**src/rtl/uart_pkg.sv**
```systemverilog
// Shared constants and types for the uart block and its byte-level clients.
// Latency: n/a (declarations only).
// Backpressure: n/a (declarations only).
//
// Contents: default clock/baud, command opcodes and reply bytes, the
// responder FSM encoding, the TX handshake encoding, and a saturating
// increment helper for 8-bit event counters.
package uart_pkg;

  // Default system clock and line rate, shared with the uart block.
  localparam int CLK_HZ          = 27_000_000;
  localparam int BAUD            = 115_200;
  // One second of inter-byte silence at the default clock.
  localparam int TIMEOUT_DEFAULT = CLK_HZ;

  // Host command opcodes and responder reply bytes (ASCII).
  localparam logic [7:0] CMD_WRITE = 8'h57;  // 'W'
  localparam logic [7:0] CMD_READ  = 8'h52;  // 'R'
  localparam logic [7:0] RPL_ACK   = 8'h4B;  // 'K'
  localparam logic [7:0] RPL_ERR   = 8'h3F;  // '?'

  // Command decode FSM of the register responder.
  typedef enum logic [2:0] {
    ST_IDLE,
    ST_GET_ADDR,
    ST_GET_DATA,
    ST_BUS_WRITE,
    ST_BUS_READ,
    ST_TX_START,
    ST_TX_WAIT_LOW,
    ST_TX_WAIT_HIGH
  } rsp_state_e;

  // TX handshake phases. TX_IDLE with send_i high is the "start" cycle.
  typedef enum logic [1:0] {
    TX_IDLE,
    TX_LOW,
    TX_HIGH
  } tx_state_e;

  // Increment that sticks at 0xFF instead of wrapping.
  function automatic logic [7:0] sat_inc8(input logic [7:0] v);
    return (v == 8'hFF) ? v : v + 8'd1;
  endfunction

endpackage

```
**src/rtl/uart_tx_sender.sv**
```systemverilog
// Sends one byte through the uart TX trigger/complete handshake.
// Latency: tx_trigger_o rises in the same cycle as send_i; done_o pulses the cycle tx_complete_i is seen high again.
// Backpressure: send_i is honoured only when idle; trigger is held until the uart reports busy, so no byte is lost or repeated.
//
// Ports:
//   clk_i, rst_i      clock, synchronous active-high reset
//   send_i            one-cycle request, sampled only in TX_IDLE
//   byte_i            byte to send, captured with send_i
//   tx_complete_i     uart TX idle (1) / busy (0)
//   tx_data_o         byte to the uart, held until the next send
//   tx_trigger_o      send request to the uart
//   done_o            one-cycle pulse when the uart has finished the byte
module uart_tx_sender
  import uart_pkg::*;
(
  input  logic       clk_i,
  input  logic       rst_i,
  input  logic       send_i,
  input  logic [7:0] byte_i,
  input  logic       tx_complete_i,
  output logic [7:0] tx_data_o,
  output logic       tx_trigger_o,
  output logic       done_o
);

  tx_state_e  st_q, st_d;
  logic [7:0] byte_q, byte_d;

  always_comb begin
    st_d         = st_q;
    byte_d       = byte_q;
    tx_data_o    = byte_q;
    tx_trigger_o = 1'b0;
    done_o       = 1'b0;

    unique case (st_q)
      TX_IDLE: begin
        if (send_i) begin
          // The uart may sample data on the very cycle the trigger rises,
          // so the new byte is passed straight through before it lands in byte_q.
          byte_d       = byte_i;
          tx_data_o    = byte_i;
          tx_trigger_o = 1'b1;
          st_d         = TX_LOW;
        end
      end
      TX_LOW: begin
        // Keep requesting until the uart shows it has taken the byte.
        tx_trigger_o = 1'b1;
        if (!tx_complete_i) begin
          st_d = TX_HIGH;
        end
      end
      TX_HIGH: begin
        if (tx_complete_i) begin
          done_o = 1'b1;
          st_d   = TX_IDLE;
        end
      end
      default: begin
        st_d = TX_IDLE;
      end
    endcase
  end

  always_ff @(posedge clk_i) begin
    if (rst_i) begin
      st_q   <= TX_IDLE;
      byte_q <= 8'h00;
    end else begin
      st_q   <= st_d;
      byte_q <= byte_d;
    end
  end

endmodule

```
**src/rtl/uart_reg_responder.sv**
```systemverilog
// Decodes 'W' addr data / 'R' addr commands from uart RX bytes into one register-bus access and a one-byte reply.
// Latency: write strobe 1 cycle after the data byte, read sampled 1 cycle after the addr byte, reply trigger 1 cycle after that.
// Backpressure: none on RX (bytes arriving while busy are dropped and counted); TX waits on the uart complete handshake.
//
// Ports:
//   clk_i, rst_i       clock, synchronous active-high reset
//   rx_byte_ready_i    uart RX level; rising edge marks a new byte in rx_data_i
//   tx_data_o          reply byte, held until the next reply starts
//   tx_trigger_o       reply send request
//   tx_complete_i      uart TX idle (1) / busy (0)
//   bus_addr_o         register address (ADDR_W bits, ADDR_W <= 8)
//   bus_wdata_o        register write data
//   bus_we_o           one-cycle write strobe
//   bus_rdata_i        register read data, combinational from bus_addr_o
//   busy_o             high whenever a command or reply is in progress
//   err_count_o        saturating count of protocol errors
module uart_reg_responder
  import uart_pkg::*;
#(
  parameter int ADDR_W         = 4,
  parameter int TIMEOUT_CYCLES = TIMEOUT_DEFAULT
) (
  input  logic              clk_i,
  input  logic              rst_i,
  input  logic              rx_byte_ready_i,
  input  logic [7:0]        rx_data_i,
  output logic [7:0]        tx_data_o,
  output logic              tx_trigger_o,
  input  logic              tx_complete_i,
  output logic [ADDR_W-1:0] bus_addr_o,
  output logic [7:0]        bus_wdata_o,
  output logic              bus_we_o,
  input  logic [7:0]        bus_rdata_i,
  output logic              busy_o,
  output logic [7:0]        err_count_o
);

  localparam int               TMO_W    = $clog2(TIMEOUT_CYCLES + 1);
  localparam logic [TMO_W-1:0] TMO_LAST = TMO_W'(TIMEOUT_CYCLES - 1);

  rsp_state_e        state_q, state_d;
  logic              rdy_q, rdy_d;
  logic              is_wr_q, is_wr_d;
  logic [ADDR_W-1:0] addr_q, addr_d;
  logic [7:0]        wdata_q, wdata_d;
  logic [7:0]        reply_q, reply_d;
  logic [7:0]        err_q, err_d;
  logic [TMO_W-1:0]  tmo_q, tmo_d;

  logic new_byte;
  logic addr_ok;
  logic send;
  logic tx_done;

  // rdy_q comes out of reset high, so a byte already pending then is not
  // mistaken for a fresh rising edge.
  assign new_byte = rx_byte_ready_i & ~rdy_q;

  // Any address bit above the bus width makes the command invalid.
  assign addr_ok  = ((rx_data_i >> ADDR_W) == 8'd0);

  always_comb begin
    state_d  = state_q;
    rdy_d    = rx_byte_ready_i;
    is_wr_d  = is_wr_q;
    addr_d   = addr_q;
    wdata_d  = wdata_q;
    reply_d  = reply_q;
    err_d    = err_q;
    // The inter-byte counter is zero outside the receive states, which
    // also restarts it on every entry into GET_ADDR / GET_DATA.
    tmo_d    = '0;
    send     = 1'b0;
    bus_we_o = 1'b0;

    unique case (state_q)
      ST_IDLE: begin
        if (new_byte) begin
          if ((rx_data_i == CMD_WRITE) || (rx_data_i == CMD_READ)) begin
            is_wr_d = (rx_data_i == CMD_WRITE);
            state_d = ST_GET_ADDR;
          end else begin
            reply_d = RPL_ERR;
            err_d   = sat_inc8(err_q);
            state_d = ST_TX_START;
          end
        end
      end

      ST_GET_ADDR: begin
        // A byte landing on the timeout cycle still counts as in time.
        if (new_byte) begin
          if (addr_ok) begin
            addr_d  = rx_data_i[ADDR_W-1:0];
            state_d = is_wr_q ? ST_GET_DATA : ST_BUS_READ;
          end else begin
            reply_d = RPL_ERR;
            err_d   = sat_inc8(err_q);
            state_d = ST_TX_START;
          end
        end else if (tmo_q == TMO_LAST) begin
          err_d   = sat_inc8(err_q);
          state_d = ST_IDLE;
        end else begin
          tmo_d = tmo_q + 1'b1;
        end
      end

      ST_GET_DATA: begin
        if (new_byte) begin
          wdata_d = rx_data_i;
          state_d = ST_BUS_WRITE;
        end else if (tmo_q == TMO_LAST) begin
          err_d   = sat_inc8(err_q);
          state_d = ST_IDLE;
        end else begin
          tmo_d = tmo_q + 1'b1;
        end
      end

      ST_BUS_WRITE: begin
        bus_we_o = 1'b1;
        reply_d  = RPL_ACK;
        state_d  = ST_TX_START;
      end

      ST_BUS_READ: begin
        // bus_addr_o has been stable for a full cycle by now.
        reply_d = bus_rdata_i;
        state_d = ST_TX_START;
      end

      ST_TX_START: begin
        send    = 1'b1;
        state_d = ST_TX_WAIT_LOW;
      end

      // The two wait states track the sender's own phases on the same
      // input, so the two FSMs step together.
      ST_TX_WAIT_LOW: begin
        if (!tx_complete_i) begin
          state_d = ST_TX_WAIT_HIGH;
        end
      end

      ST_TX_WAIT_HIGH: begin
        if (tx_done) begin
          state_d = ST_IDLE;
        end
      end

      default: begin
        state_d = ST_IDLE;
      end
    endcase

    // Bytes that arrive while an access or reply is in progress are lost.
    if (new_byte && (state_q inside {ST_BUS_WRITE, ST_BUS_READ, ST_TX_START,
                                     ST_TX_WAIT_LOW, ST_TX_WAIT_HIGH})) begin
      err_d = sat_inc8(err_q);
    end
  end

  always_ff @(posedge clk_i) begin
    if (rst_i) begin
      state_q <= ST_IDLE;
      rdy_q   <= 1'b1;
      is_wr_q <= 1'b0;
      addr_q  <= '0;
      wdata_q <= 8'h00;
      reply_q <= 8'h00;
      err_q   <= 8'h00;
      tmo_q   <= '0;
    end else begin
      state_q <= state_d;
      rdy_q   <= rdy_d;
      is_wr_q <= is_wr_d;
      addr_q  <= addr_d;
      wdata_q <= wdata_d;
      reply_q <= reply_d;
      err_q   <= err_d;
      tmo_q   <= tmo_d;
    end
  end

  uart_tx_sender u_tx_sender (
    .clk_i         (clk_i),
    .rst_i         (rst_i),
    .send_i        (send),
    .byte_i        (reply_q),
    .tx_complete_i (tx_complete_i),
    .tx_data_o     (tx_data_o),
    .tx_trigger_o  (tx_trigger_o),
    .done_o        (tx_done)
  );

  assign bus_addr_o  = addr_q;
  assign bus_wdata_o = wdata_q;
  assign busy_o      = (state_q != ST_IDLE);
  assign err_count_o = err_q;

endmodule

```
**config.mk**
```make
export PLATFORM = sky130hd
export DESIGN_NAME = uart_reg_responder
export DESIGN_NICKNAME = d
export VERILOG_FILES = /design/src/rtl/uart_pkg.sv /design/src/rtl/uart_tx_sender.sv /design/src/rtl/uart_reg_responder.sv
export SDC_FILE = /design/constraint.sdc
export NUM_CORES = 1
export LEC_CHECK = 0
export CELL_PAD_IN_SITES_DETAIL_PLACEMENT = 1
export CELL_PAD_IN_SITES_GLOBAL_PLACEMENT = 2
export CORE_MARGIN = 3
export CORE_UTILIZATION = 34
export DETAILED_ROUTE_END_ITERATION = 12
export GPL_TIMING_DRIVEN = 0
export PLACE_DENSITY_LB_ADDON = 0.1
export SETUP_SLACK_MARGIN = 0.15
export SYNTH_ARGS = -nofsm -noshare
export SYNTH_HDL_FRONTEND = slang
export SYNTH_SLANG_ARGS = --single-unit
```
**constraint.sdc**
```tcl
create_clock -name clk_i -period 3.9 [get_ports clk_i]
set_clock_uncertainty 0.05 [all_clocks]
set_input_delay 0.78 -clock clk_i [delete_from_list [all_inputs] [get_ports clk_i]]
set_output_delay 0.78 -clock clk_i [all_outputs]
set_load 0.01 [all_outputs]
```
==> flow_metrics.tcl <==
set metrics [dict create \
    ys.warnings.count 0 \
    synth-compound-area-share 0.103 \
    fin_crit_ns 3.32 \
    slew_viol_final 0 \
    io_pins 51 \
    fillerInstances 1025 \
    die-area_um2 10200 \
    gp_congestion 0.798 \
    syn_inst 345 \
    drt-wirelength-per-cell_um 15.4 \
    post_synth_main_area_contributors "dfxtp_1 (44%), nor2_1 (8.0%), mux2i_1 (4.2%), xnor2_1 (4.0%), xor2_1 (3.4%)" \
    cts_buffers 9 \
    via_per_inst 5.09 \
    seq_area_um2 1360 \
    tightest_slew_ns 0.643 \
    core_area_um2 8760 \
    rsz0062_at_grt "no" \
    route.detailed.drc 0 \
    slew_headroom 0.571 \
    avgSynthCellArea_um2 8.93 \
    grt_start_max_net_pins 12 \
    drive_gt1_frac 0.100 \
    clock-sinks 68 \
    power-per-cell-area_nw_per_um2 427 \
    cts_resized 0 \
    clkLatencyLatePin_ns 0.34 \
    synth_top_family_by_area "simple AND/OR/NAND/NOR gates" \
    rr_worst_depth 7 \
    finalNetCount 427 \
    dr_total_vias 2634 \
    status "finished clean" \
    synthMostInstantiatedCell "dfxtp_1" \
    drtPass1Iterations 4 \
    worstHoldPathCells 1 \
    crit_type "reg2out" \
    p_leak_nw 1.38 \
    grt_overflow 0 \
    setup.worst_path.end_class "output pin" \
    ir_drop_mv 0.186 \
    synth-edff-count 0 \
    dieWidth_um 101 \
    cts_root_buf "clkbuf_8" \
    min_to "tmo_q[0]" \
    cp-startpoint "state_q[0]" \
    reg2reg_setup_slack_ns 1.41 \
    synth_top_area_frac 0.442 \
    required_ns 3.07 \
    start_util 0.352 \
    placementRows 34 \
    drt_first_iter_violations 55 \
    fin_crit_sh 0.851 \
    synth_area_leader_cell "dfxtp_1" \
    synthSimpleGateAreaFrac 0.269 \
    cp-start-kind "flip-flop" \
    min_from "tmo_q[0]" \
    tns_ns 0 \
    max-clock-path-buffers 2 \
    antenna_left 0 \
    finalHoldViolCount 0 \
    cts_tree "built" \
    met1_length_um 3670 \
    critical_path.reg2reg.endpoint "tmo_q[19]" \
    hp-class "reg2reg" \
    clk_pin_slew_ns 0.07 \
    synth_cell_types 47 \
    setup_violations 0 \
    synth-seq-area-share 0.442 \
    postCtsHoldBufs 0 \
    synth_adder_area_share 0.00812 \
    synth_mux_area_frac 0.0715 \
    wl_met2_um 3930 \
    wl_met3_um 225 \
    n_antenna_cell 0 \
    final_cells 517 \
    async_flop_share 0 \
    multi_input_area_um2 1620 \
    grt_first_pass_wirelength_um 13200 \
    synth_nets 367 \
    highest_layer "met4" \
    io_buffer_count 49 \
    synthTopCellsByCount "dfxtp_1 (68), nor2_1 (66), nand2_1 (17)" \
    post_cts_buffers 0 \
    cp_max_fo 8 \
    dp_cells 502 \
    worstPathCellList "nor2b_1, clkbuf_1, nand3_1, mux2_2, clkdlybuf4s50_1" \
    critPathMaxStageDelay_ns 0.48 \
    cp_slowest_cell "clkdlybuf4s50_1" \
    synth_xor_area_frac 0.0739 \
    synth_area_um2 3080 \
    die_y_um 101 \
    clock.fmax_ghz 0.301 \
    synth_ff_type "dfxtp_1" \
    worstPathArrival_ns 2.49 \
    yosys_register_bits 68 \
    place_hpwl_um 5710 \
    cap_violations 0 \
    utilization 0.449 \
    synthToLayoutAreaGrowth_pct 27.6 \
    grtUsageTotal 0.164 \
    htree_levels 3 \
    antenna_found_initial 0 \
    r2r_start "tmo_q[6]" \
    wirelength_um 7940 \
    grt_pass1_vias 2647 \
]
-- per-stage QoR --
stage / hold slack [ns] / instance area (um^2) / worst slack [ns] / power (W)
after floorplan: 0.380 / 3080 / 1.46 / 0.000929
after detailed placement: 0.410 / 3710 / 0.730 / 0.00103
final: 0.430 / 3930 / 0.581 / 0.00168
after CTS: 0.427 / 3930 / 0.509 / 0.00170
after global placement: 0.397 / 3710 / 0.753 / 0.00103
after global routing: 0.462 / 3930 / 0.370 / 0.00177
-- worst max path at each step --
| stage | endpoint | slack (ns) | cells after the start |
|---|---|---|---|
| floorplan | err_count_o[1] | 1.46 | 7 |
| global placement | err_count_o[7] | 0.75 | 8 |
| detailed placement | err_count_o[2] | 0.73 | 8 |
| CTS | tx_data_o[6] | 0.51 | 5 |
| global route | tx_data_o[6] | 0.37 | 5 |
| finish | tx_data_o[6] | 0.58 | 5 |
-- layout by cell type (no fill, tap or decap), drive strengths merged, types with 3 or more instances in the layout --
master,count
a21o,3
xnor2,14
buf,3
nor3,13
a21oi,12
nand2,17
mux2,8
o221a,3
nor2,66
xor2,12
mux2i,13
clkbuf,23
a211o,3
nand4b,3
nor2b,12
and4,3
nand2b,4
nor4,7
o21ai,6
inv,11
nand4,4
and3,9
nand3,15
dfxtp,68
a211oi,3
clkdlybuf4s50,49
-- layout make-up --
class,count,area share
clock buffers,11,0.0385
multi-input cells,251,0.412
inverters,11,0.0105
flip-flops and latches,68,0.346
well taps,108,0.0344
clock inverters,4,0.0185
plain buffers,15,0.0153
repair buffers,49,0.125
-- cells by family (layout without fill, tap and decap cells) --
kind of cell               Yosys count  in the layout
AOI/OAI and AO/OA                   43             43
buffers and inverters               26             90
DFF                                 68             68
xor gates and xnor gates            26             26
and+or+nand+nor                    159            159
adders and majority gates            2              2
muxes                               21             21
-- critical path: cells and delay by family, from the launching register on --
kind,cells,cell delay [ns]
muxes,1,0.43
buffers and inverters,2,0.82
DFF,1,0.36
and+or+nand+nor,2,0.56
-- sequential cells by signal, indices dropped and copies added, names as in the netlist --
signal / flops
state_q: 3
u_tx_sender.st_q: 2
u_tx_sender.byte_q: 8
err_count_o: 8
bus_addr_o: 4
is_wr_q: 1
rdy_q: 1
tmo_q: 25
reply_q: 8
bus_wdata_o: 8
-- power breakdown --
part	internal, W	leakage, nW	total, W	switching (W)
clock network	0.000391	0.111	0.000659	0.000268
logic	0.000115	0.719	0.000269	0.000154
registers	0.000726	0.550	0.000749	0.0000236
-- per-layer routing --
layer,vias up,GRT usage
met5,-,0
met4,0,0.0542
met3,13,0.0386
met2,34,0.278
met1,1275,0.204
li1,1312,-
Note: power is estimated with default switching activity, not from simulation.
